`config.mk`:
```
export PLATFORM = sky130hd
export DESIGN_NAME = ref_scan_sched_flat
export DESIGN_NICKNAME = d
export VERILOG_FILES = /design/src/rtl/ref_scan_sched_if.sv /design/src/rtl/ref_scan_sched.sv /design/src/flat_wrapper.sv
export SDC_FILE = /design/constraint.sdc
export NUM_CORES = 1
export LEC_CHECK = 0
export CORE_MARGIN = 8
export CORE_UTILIZATION = 53
export CTS_BUF_LIST = sky130_fd_sc_hd__clkbuf_16
export DETAILED_ROUTE_END_ITERATION = 6
export PLACE_DENSITY = 0.73
export SYNTH_ARGS = -nofsm -noshare
export SYNTH_HDL_FRONTEND = slang
export SYNTH_SLANG_ARGS = --single-unit
```
`constraint.sdc`:
```
create_clock -name clk -period 2.8 [get_ports clk]
set_input_delay 0.56 -clock clk [delete_from_list [all_inputs] [get_ports clk]]
set_output_delay 0.56 -clock clk [all_outputs]
set_load 0.03 [all_outputs]
```
`src/rtl/ref_scan_sched_if.sv`:
```
// Read-side bundle between the reference scan scheduler and its environment (PE array, preload control).
interface ref_scan_sched_if #(
  parameter int ADDR_W = 7
);
  logic              start;
  logic              pre_done;
  logic              pe_ready;
  logic              abort;
  logic [ADDR_W-1:0] rd_address;
  logic [3:0]        rdR_sel;
  logic              rd8R_en;
  logic              row_valid;
  logic              pt_first;
  logic              pt_last;
  logic [3:0]        cand_vx;
  logic [5:0]        cand_vy;
  logic              busy;
  logic              done;

  modport master (
    input  start, pre_done, pe_ready, abort,
    output rd_address, rdR_sel, rd8R_en, row_valid, pt_first, pt_last,
           cand_vx, cand_vy, busy, done
  );

  modport slave (
    output start, pre_done, pe_ready, abort,
    input  rd_address, rdR_sel, rd8R_en, row_valid, pt_first, pt_last,
           cand_vx, cand_vy, busy, done
  );
endinterface

```
`src/rtl/ref_scan_sched.sv`:
```
// Steps (vx, vy) search points and issues BLK_ROWS row reads per point to the reference banks,
// one read per pe_ready cycle; each read comes back one cycle later as row_valid with point tags.
module ref_scan_sched #(
  parameter int BLK_ROWS = 32,
  parameter int V_POS    = 64,
  parameter int H_POS    = 16,
  parameter int ADDR_W   = 7
) (
  input logic        clk,
  input logic        rst,
  ref_scan_sched_if.master bus
);
  localparam int              RC_W     = (BLK_ROWS > 1) ? $clog2(BLK_ROWS) : 1;
  localparam logic [RC_W-1:0] ROW_LAST = RC_W'(BLK_ROWS - 1);
  localparam logic [5:0]      VY_LAST  = 6'(V_POS - 1);
  localparam logic [3:0]      VX_LAST  = 4'(H_POS - 1);

  if ((V_POS + BLK_ROWS - 1 > 96) || (H_POS > 16)) begin : g_bad_params
    $error("ref_scan_sched: search window exceeds reference memory");
  end

  typedef enum logic [2:0] {IDLE, WAIT_PRE, SCAN, DRAIN, FIN} state_t;
  state_t state, next_state;

  logic [RC_W-1:0]   row_cnt;
  logic [5:0]        vy;
  logic [3:0]        vx;
  logic              issue, last_issue, abort_hit;

  // Tags captured at issue, presented with the returning row one cycle later
  logic              iss_first, iss_last;
  logic [3:0]        iss_vx;
  logic [5:0]        iss_vy;

  logic [ADDR_W-1:0] rd_address_q;
  logic [3:0]        rdr_sel_q, cand_vx_q;
  logic [5:0]        cand_vy_q;
  logic              rd8r_en_q, row_valid_q, pt_first_q, pt_last_q, busy_q, done_q;

  always_comb begin
    abort_hit  = bus.abort && (state != IDLE);
    issue      = (state == SCAN) && bus.pe_ready && !bus.abort;
    last_issue = issue && (row_cnt == ROW_LAST) && (vy == VY_LAST) && (vx == VX_LAST);
    next_state = state;
    if (abort_hit) begin
      next_state = IDLE;
    end else begin
      case (state)
        IDLE:     if (bus.start) next_state = WAIT_PRE;
        WAIT_PRE: if (bus.pre_done) next_state = SCAN;
        SCAN:     if (last_issue) next_state = DRAIN;
        DRAIN:    next_state = FIN;
        FIN:      next_state = IDLE;
        default:  next_state = IDLE;
      endcase
    end
  end

  always_ff @(posedge clk or posedge rst) begin
    if (rst) state <= IDLE;
    else     state <= next_state;
  end

  always_ff @(posedge clk or posedge rst) begin
    if (rst) begin
      row_cnt <= '0;
      vy      <= '0;
      vx      <= '0;
    end else if (abort_hit || ((state == IDLE) && bus.start)) begin
      row_cnt <= '0;
      vy      <= '0;
      vx      <= '0;
    end else if (issue) begin
      if (row_cnt == ROW_LAST) begin
        row_cnt <= '0;
        if (vy == VY_LAST) begin
          vy <= '0;
          vx <= vx + 4'd1;
        end else begin
          vy <= vy + 6'd1;
        end
      end else begin
        row_cnt <= row_cnt + RC_W'(1);
      end
    end
  end

  always_ff @(posedge clk or posedge rst) begin
    if (rst) begin
      rd_address_q <= '0;
      rdr_sel_q    <= '0;
      rd8r_en_q    <= 1'b1;
      iss_first    <= 1'b0;
      iss_last     <= 1'b0;
      iss_vx       <= '0;
      iss_vy       <= '0;
      row_valid_q  <= 1'b0;
      pt_first_q   <= 1'b0;
      pt_last_q    <= 1'b0;
      cand_vx_q    <= '0;
      cand_vy_q    <= '0;
      busy_q       <= 1'b0;
      done_q       <= 1'b0;
    end else begin
      rd8r_en_q <= !issue;
      if (issue) begin
        rd_address_q <= ADDR_W'(vy) + ADDR_W'(row_cnt);
        rdr_sel_q    <= vx;
        iss_first    <= (row_cnt == '0);
        iss_last     <= (row_cnt == ROW_LAST);
        iss_vx       <= vx;
        iss_vy       <= vy;
      end
      // An abort discards the row still in flight from the previous read
      row_valid_q <= !rd8r_en_q && !abort_hit;
      if (!rd8r_en_q && !abort_hit) begin
        pt_first_q <= iss_first;
        pt_last_q  <= iss_last;
        cand_vx_q  <= iss_vx;
        cand_vy_q  <= iss_vy;
      end else begin
        pt_first_q <= 1'b0;
        pt_last_q  <= 1'b0;
      end
      busy_q <= (next_state != IDLE);
      done_q <= (next_state == FIN);
    end
  end

  assign bus.rd_address = rd_address_q;
  assign bus.rdR_sel    = rdr_sel_q;
  assign bus.rd8R_en    = rd8r_en_q;
  assign bus.row_valid  = row_valid_q;
  assign bus.pt_first   = pt_first_q;
  assign bus.pt_last    = pt_last_q;
  assign bus.cand_vx    = cand_vx_q;
  assign bus.cand_vy    = cand_vy_q;
  assign bus.busy       = busy_q;
  assign bus.done       = done_q;
endmodule

```
`src/flat_wrapper.sv`:
```
// flat-port wrapper written by rule: the top's interface ports become plain ports
module ref_scan_sched_flat 
#(
  parameter int BLK_ROWS = 32,
  parameter int V_POS    = 64,
  parameter int H_POS    = 16,
  parameter int ADDR_W   = 7
)
  (clk, rst, bus_start, bus_pre_done, bus_pe_ready, bus_abort, bus_rd_address, bus_rdR_sel, bus_rd8R_en, bus_row_valid, bus_pt_first, bus_pt_last, bus_cand_vx, bus_cand_vy, bus_busy, bus_done);
  ref_scan_sched_if #(.ADDR_W(ADDR_W)) bus_i ();
  input logic clk;
  input logic rst;
  input wire logic [$bits(bus_i.start)-1:0] bus_start;
  input wire logic [$bits(bus_i.pre_done)-1:0] bus_pre_done;
  input wire logic [$bits(bus_i.pe_ready)-1:0] bus_pe_ready;
  input wire logic [$bits(bus_i.abort)-1:0] bus_abort;
  output wire logic [$bits(bus_i.rd_address)-1:0] bus_rd_address;
  output wire logic [$bits(bus_i.rdR_sel)-1:0] bus_rdR_sel;
  output wire logic [$bits(bus_i.rd8R_en)-1:0] bus_rd8R_en;
  output wire logic [$bits(bus_i.row_valid)-1:0] bus_row_valid;
  output wire logic [$bits(bus_i.pt_first)-1:0] bus_pt_first;
  output wire logic [$bits(bus_i.pt_last)-1:0] bus_pt_last;
  output wire logic [$bits(bus_i.cand_vx)-1:0] bus_cand_vx;
  output wire logic [$bits(bus_i.cand_vy)-1:0] bus_cand_vy;
  output wire logic [$bits(bus_i.busy)-1:0] bus_busy;
  output wire logic [$bits(bus_i.done)-1:0] bus_done;
  assign bus_i.start = bus_start;
  assign bus_i.pre_done = bus_pre_done;
  assign bus_i.pe_ready = bus_pe_ready;
  assign bus_i.abort = bus_abort;
  assign bus_rd_address = bus_i.rd_address;
  assign bus_rdR_sel = bus_i.rdR_sel;
  assign bus_rd8R_en = bus_i.rd8R_en;
  assign bus_row_valid = bus_i.row_valid;
  assign bus_pt_first = bus_i.pt_first;
  assign bus_pt_last = bus_i.pt_last;
  assign bus_cand_vx = bus_i.cand_vx;
  assign bus_cand_vy = bus_i.cand_vy;
  assign bus_busy = bus_i.busy;
  assign bus_done = bus_i.done;
  ref_scan_sched #(.BLK_ROWS(BLK_ROWS), .V_POS(V_POS), .H_POS(H_POS), .ADDR_W(ADDR_W)) u_core (.clk(clk), .rst(rst), .bus(bus_i));
endmodule
```
# Yosys cells after proc, flatten, opt, wreduce, memory -nomap -nowiden
# Index checks and enable logic that the tools add are counted.
op_classes:
  reduce_logical: 22
  muxes: 18
  addsub: 4
  n_eq_ne: 7
ops:
  columns: ["operator", "n"]
  rows:
  - ["$mux W6", 4]
  - ["$mux W4", 4]
  - ["$mux W5", 3]
  - ["$mux W3", 4]
  - ["$pmux W3 S4", 1]
  - ["$logic_and A1 B1 Y1", 8]
  - ["$add A6 B5 Y7", 1]
  - ["$add A6 B1 Y6 const B", 1]
  - ["$eq A3 B2 Y1 const B", 2]
  - ["$eq A6 B6 Y1 const B", 1]
  - ["$reduce_bool A2 Y1", 3]
  - ["$reduce_bool A3 Y1", 2]
  - ["$add A5 B1 Y5 const B", 1]
  - ["$eq A5 B5 Y1 const B", 1]
  - ["$logic_not A5 Y1", 1]
  - ["$add A4 B1 Y4 const B", 1]
  - ["$eq A4 B4 Y1 const B", 1]
  - ["$logic_not A1 Y1", 4]
  - ["$eq A3 B1 Y1 const B", 1]
  - ["$eq A3 B3 Y1 const B", 1]
  - ["$logic_not A3 Y1", 1]
  - ["$reduce_and A3 Y1", 1]
  - ["$mux W1", 2]
  - ["$reduce_and A2 Y1", 1]
  - ["$logic_or A1 B1 Y1", 1]
word_totals:
  wordCells: 68
  inputBits: 6
  reg_bits: 53
  output_inout_bits: 27

# Longest topological paths before layout
logic_depth:
  word_depth: 10
  mapped_depth: 8
  ltp_nobuf: 7

# Worst setup path before layout
# Ideal clock, no wire load.
synth_timing:
  path_kind: "reg-to-reg"
  from: "reg u_core.row_cnt[1]"
  to: "reg u_core.vx[3]"
  path_slack_ns: 0.508
  path_buffers: 1
  required_time_ns: 2.722
  arrival_ns: 2.214
  path_stages_with_launch: 9
  setup_ns: 0.078
  period_less_slack_ns: 2.292
  path_cell_list: "dfrtp_1 > ha_1 > and3_1 > ha_1 > nand4bb_4 > or4b_1 > buf_2 > or3_1 > a21oi_1"
synth_between:
  elab_chain_len: 3
synth_lines:
  columns: ["element", "line_no", "source"]
  rows:
  - ["start, declared", "ref_scan_sched.sv:25", "logic [RC_W-1:0] row_cnt;"]
  - ["start signal, assigned", "ref_scan_sched.sv:83", "row_cnt <= row_cnt + RC_W'(1);"]
  - ["$eq A5 B5 Y1", "ref_scan_sched.sv:74", "if (row_cnt == ROW_LAST) begin"]
  - ["$reduce_bool A2 Y1 (no source line)", null, null]
  - ["$reduce_and A3 Y1 (no source line)", null, null]
  - ["end signal, assigned", "ref_scan_sched.sv:78", "vx <= vx + 4'd1;"]
  - ["end, declared", "ref_scan_sched.sv:27", "logic [3:0] vx;"]
# No other way between the ends.
# A chain may end at the register's enable or synchronous reset.

# Worst setup path in the final report
layout_timing:
  from: "reg u_core.row_cnt[0]"
  to: "reg u_core.vx[3]"
# The elaborated chain is that of the path after synthesis.

==> results by group <==
STA
  • Setup WS post-layout: 0.250 ns
  • Maximum clock frequency: 0.392 GHz
  • Final Hold Viols: 0
  • Clk_skew: 0.00391 ns
  • Final period utilization: 0.911
  • Post-layout min period: 2.55 ns
  • Fin. max-slew vios: 0
  • RSZ-0062 raised after global routing: no
  • Slew @ Worst Pin: 0.663 ns
  • Slew HR: 0.558
  • Setup TNS Final: 0 ns
  • WHS: 0.471 ns
  • Final setup fails: 0

Hold path
  • Hold Startpoint: u_core.iss_first$_DFFE_PP0P_
  • Hold endpoint: u_core.iss_first$_DFFE_PP0P_
  • Min-Delay Path Class: flip-flop to flip-flop
  • Hold Path Depth: 2

Floorplanning
  • Initial core utilization: 0.540
  • IO Pins: 33
  • Site Rows: 25
  • Core region area: 4660 um^2
  • DIE HEIGHT: 84.9 um
  • Die area: 7210 um^2
  • Chip width: 84.9 um

Synthesis
  • Syn Inst Count: 219
  • Post-synthesis register bit count: 53
  • Mux contribution to synthesized area: 0.106
  • Synthesized area: 2520 um^2
  • Post-synthesis sequential area ratio: 0.528
  • Largest family of logic cells by synthesized area: simple AND/OR/NAND/NOR gates
  • Adder-cell share of the synthesized area: 0.0577
  • Compound-Gate Fraction of Synth Area: 0.101
  • Ys async rst share: 1.00
  • Syn_area_per_cell: 11.5 um^2
  • Synth Area in Simple Gates: 0.159
  • Post-synth EDFFs: 0
  • Post-Syn Nets: 236
  • Synth Warn #: 0
  • Cell variety after synth: 44
  • Post-Synth XOR/XNOR Area: 0.0174
  • Top FF cell, synth: dfrtp_1

Layout
  • Fillers: 382
  • Final non-filler cell area: 3060 um^2
  • Nets: 272
  • Area grow syn2layout: 21.8%
  • Most common library cell in the layout ignoring fill and taps: dfrtp_1
  • Finished Core Util: 0.657
  • Most frequent cells in the layout: dfrtp_1, clkdlybuf4s50_1, mux2_2
  • Share of post-route cells with drive strength above 1: 0.165
  • Antenna cell count: 0

Global route
  • Antenna violations before repair: 0
  • GRT overflow: 0
  • Vias in the first global route: 1744
  • Total GRT Usage: 0.145
  • First-pass GRT wire length: 8.49 mm
  • Largest net degree at the start of global routing: 54

Setup path
  • Startpoint types: flip-flop
  • Reg2reg setup slack: 0.25 ns
  • Delay of the slowest critical-path stage: 0.65 ns
  • Critical path peak fanout: 7
  • Critical path endpoint category: flip-flop
  • Crit path cell chain: ha_1, and3_1, ha_1, nand4bb_4, or4b_1, or3_1, a21oi_1
  • Depth of the most critical reg-to-reg path: 7
  • CP Launch Point: u_core.row_cnt[0]$_DFFE_PP0P_
  • Arrival @ worst endpoint: 2.76 ns
  • Setup CP Type: flip-flop to flip-flop
  • CP most frequent cell: ha_1
  • Worst path required time: 3.01 ns
  • Slowest cell on crit path: or4b_1
  • RR Endpoint: u_core.vx[3]$_DFFE_PP0P_
  • Worst R2R Start: u_core.row_cnt[0]$_DFFE_PP0P_

Clock tree
  • Reg clk slew, reported paths: 0.06 ns
  • Clock Path Buffers: 2
  • H-tree Lvls: 2
  • Sink Count: 53
  • Number of CTS-inserted buffers: 5
  • Post-CTS Setup Bufs: 0
  • Resize count post-CTS: 0
  • Clk_lat worst skew: 0.28 ns
  • CTS tree: built
  • Root buf cell: clkbuf_16
  • Hold-fix buffers at CTS: 0

Routing
  • Detailed Route Iter0 Violations: 100
  • Drt drc: 0
  • Routed wire per std cell: 15.9 um
  • First-pass detailed-route iteration total: 4
  • Vias: 1746
  • Final ANT Viol Nets: 0
  • Vias per Instance: 5.65
  • Final wirelength: 4.91 mm

Power
  • Pwr per Cell Area: 531 nW/um^2
  • Peak VDD IR: 0.295 mV
  • Static Leak: 1.41 nW

Place
  • Placement-stage cell area: 2900 um^2
  • Gpl congestion: 0.811
  • IO buf count: 32
  • Setup Slack @ Placement: 0.307 ns
  • DP Wirelength: 3.38 mm

Outcome
  • Status: complete, no violations

Flow run
  • Max-cap violations: 0
==> power by group <==
| part | switching [W] | total [W] | internal, W | leakage, nW |
|---|---|---|---|---|
| clock | 0.000255 | 0.000670 | 0.000415 | 0.0797 |
| sequential | 0.0000242 | 0.000812 | 0.000788 | 0.730 |
| combinational | 0.0000861 | 0.000145 | 0.0000586 | 0.604 |
| total | 0.000365 | 0.00163 | 0.00126 | 1.41 |
==> layer usage <==
metal	GRT usage	part of all wire	vias to the layer above
met4	0.0388	0.0079	0
met5	0	0	-
met3	0.0396	0.044	4
met1	0.191	0.48	854
met2	0.228	0.47	35
li1	-	-	853
==> synth_stat cells (3+ instances only) <==
cell type   n  share of area
a211oi_1    5          0.015
a21oi_1     7          0.014
and3_1      4         0.0099
buf_2       3         0.0060
clkbuf_1    4         0.0060
dfrtp_1    52           0.52
ha_1       10          0.050
inv_1       9          0.013
mux2_2     21          0.094
mux2i_1     3          0.012
nand2_1    18          0.027
nand3_1    10          0.020
nor2_1     10          0.015
nor3_1      4         0.0080
o21ai_0    15          0.030
or3_1       3         0.0075
xor2_1      3          0.010
==> registers in the layout, indices dropped and copies added (netlist names) <==
register / flops
u_core.bus.rd8R_en: 1
u_core.bus.pt_first: 1
u_core.vx: 4
u_core.bus.row_valid: 1
u_core.bus.pt_last: 1
u_core.bus.busy: 1
u_core.bus.cand_vx: 4
u_core.iss_vx: 4
u_core.iss_vy: 6
u_core.row_cnt: 5
u_core.iss_last: 1
u_core.bus.done: 1
u_core.vy: 6
u_core.bus.cand_vy: 6
u_core.bus.rd_address: 7
u_core.iss_first: 1
u_core.state: 3
==> critical path, delay by kind of cell (launching register included) <==
family                   cells  cell delay, ns
adder cells (fa/ha/maj)      2            0.53
flip-flops                   1            0.43
AND/OR/NAND/NOR              4            1.37
AO/OA/AOI/OAI                1            0.15
==> how the worst max path moves through the flow <==
| stage | slack [ns] | cells after the start | to |
|---|---|---|---|
| floorplan | 0.51 | 8 | u_core.vx[3]$_DFFE_PP0P_ |
| global route | 0.08 | 7 | u_core.vx[2]$_DFFE_PP0P_ |
| CTS | 0.25 | 7 | u_core.vx[3]$_DFFE_PP0P_ |
| finish | 0.25 | 7 | u_core.vx[3]$_DFFE_PP0P_ |
| global placement | 0.33 | 5 | u_core.vx[3]$_DFFE_PP0P_ |
| detailed placement | 0.31 | 5 | u_core.vx[3]$_DFFE_PP0P_ |
==> area by class of cell <==
| cell class | count | area (um^2) | area share |
|---|---|---|---|
| well taps | 54 | 67.6 | 0.0220 |
| clock buffers | 5 | 125 | 0.0408 |
| repair buffers | 38 | 365 | 0.119 |
| multi-input cells | 148 | 1110 | 0.362 |
| inverters | 9 | 33.8 | 0.0110 |
| flip-flops and latches | 53 | 1330 | 0.433 |
| clock inverters | 2 | 35.0 | 0.0114 |
==> stage by stage <==
stage               cells  total power [W]
floorplan             219         0.000926
global placement      302         0.000970
detailed placement    302         0.000972
CTS                   309          0.00164
global route          309          0.00169
finish                309          0.00163
==> cell families (layout without fill, tap and decap cells) <==
kind of cell / Yosys count / after routing
compound gates: 40 / 40
xor+xnor: 5 / 5
fa+ha+maj: 11 / 11
buf+inv: 18 / 54
flops: 53 / 53
mux: 24 / 24
simple gates: 68 / 68
(Power assumes the default switching activity.)
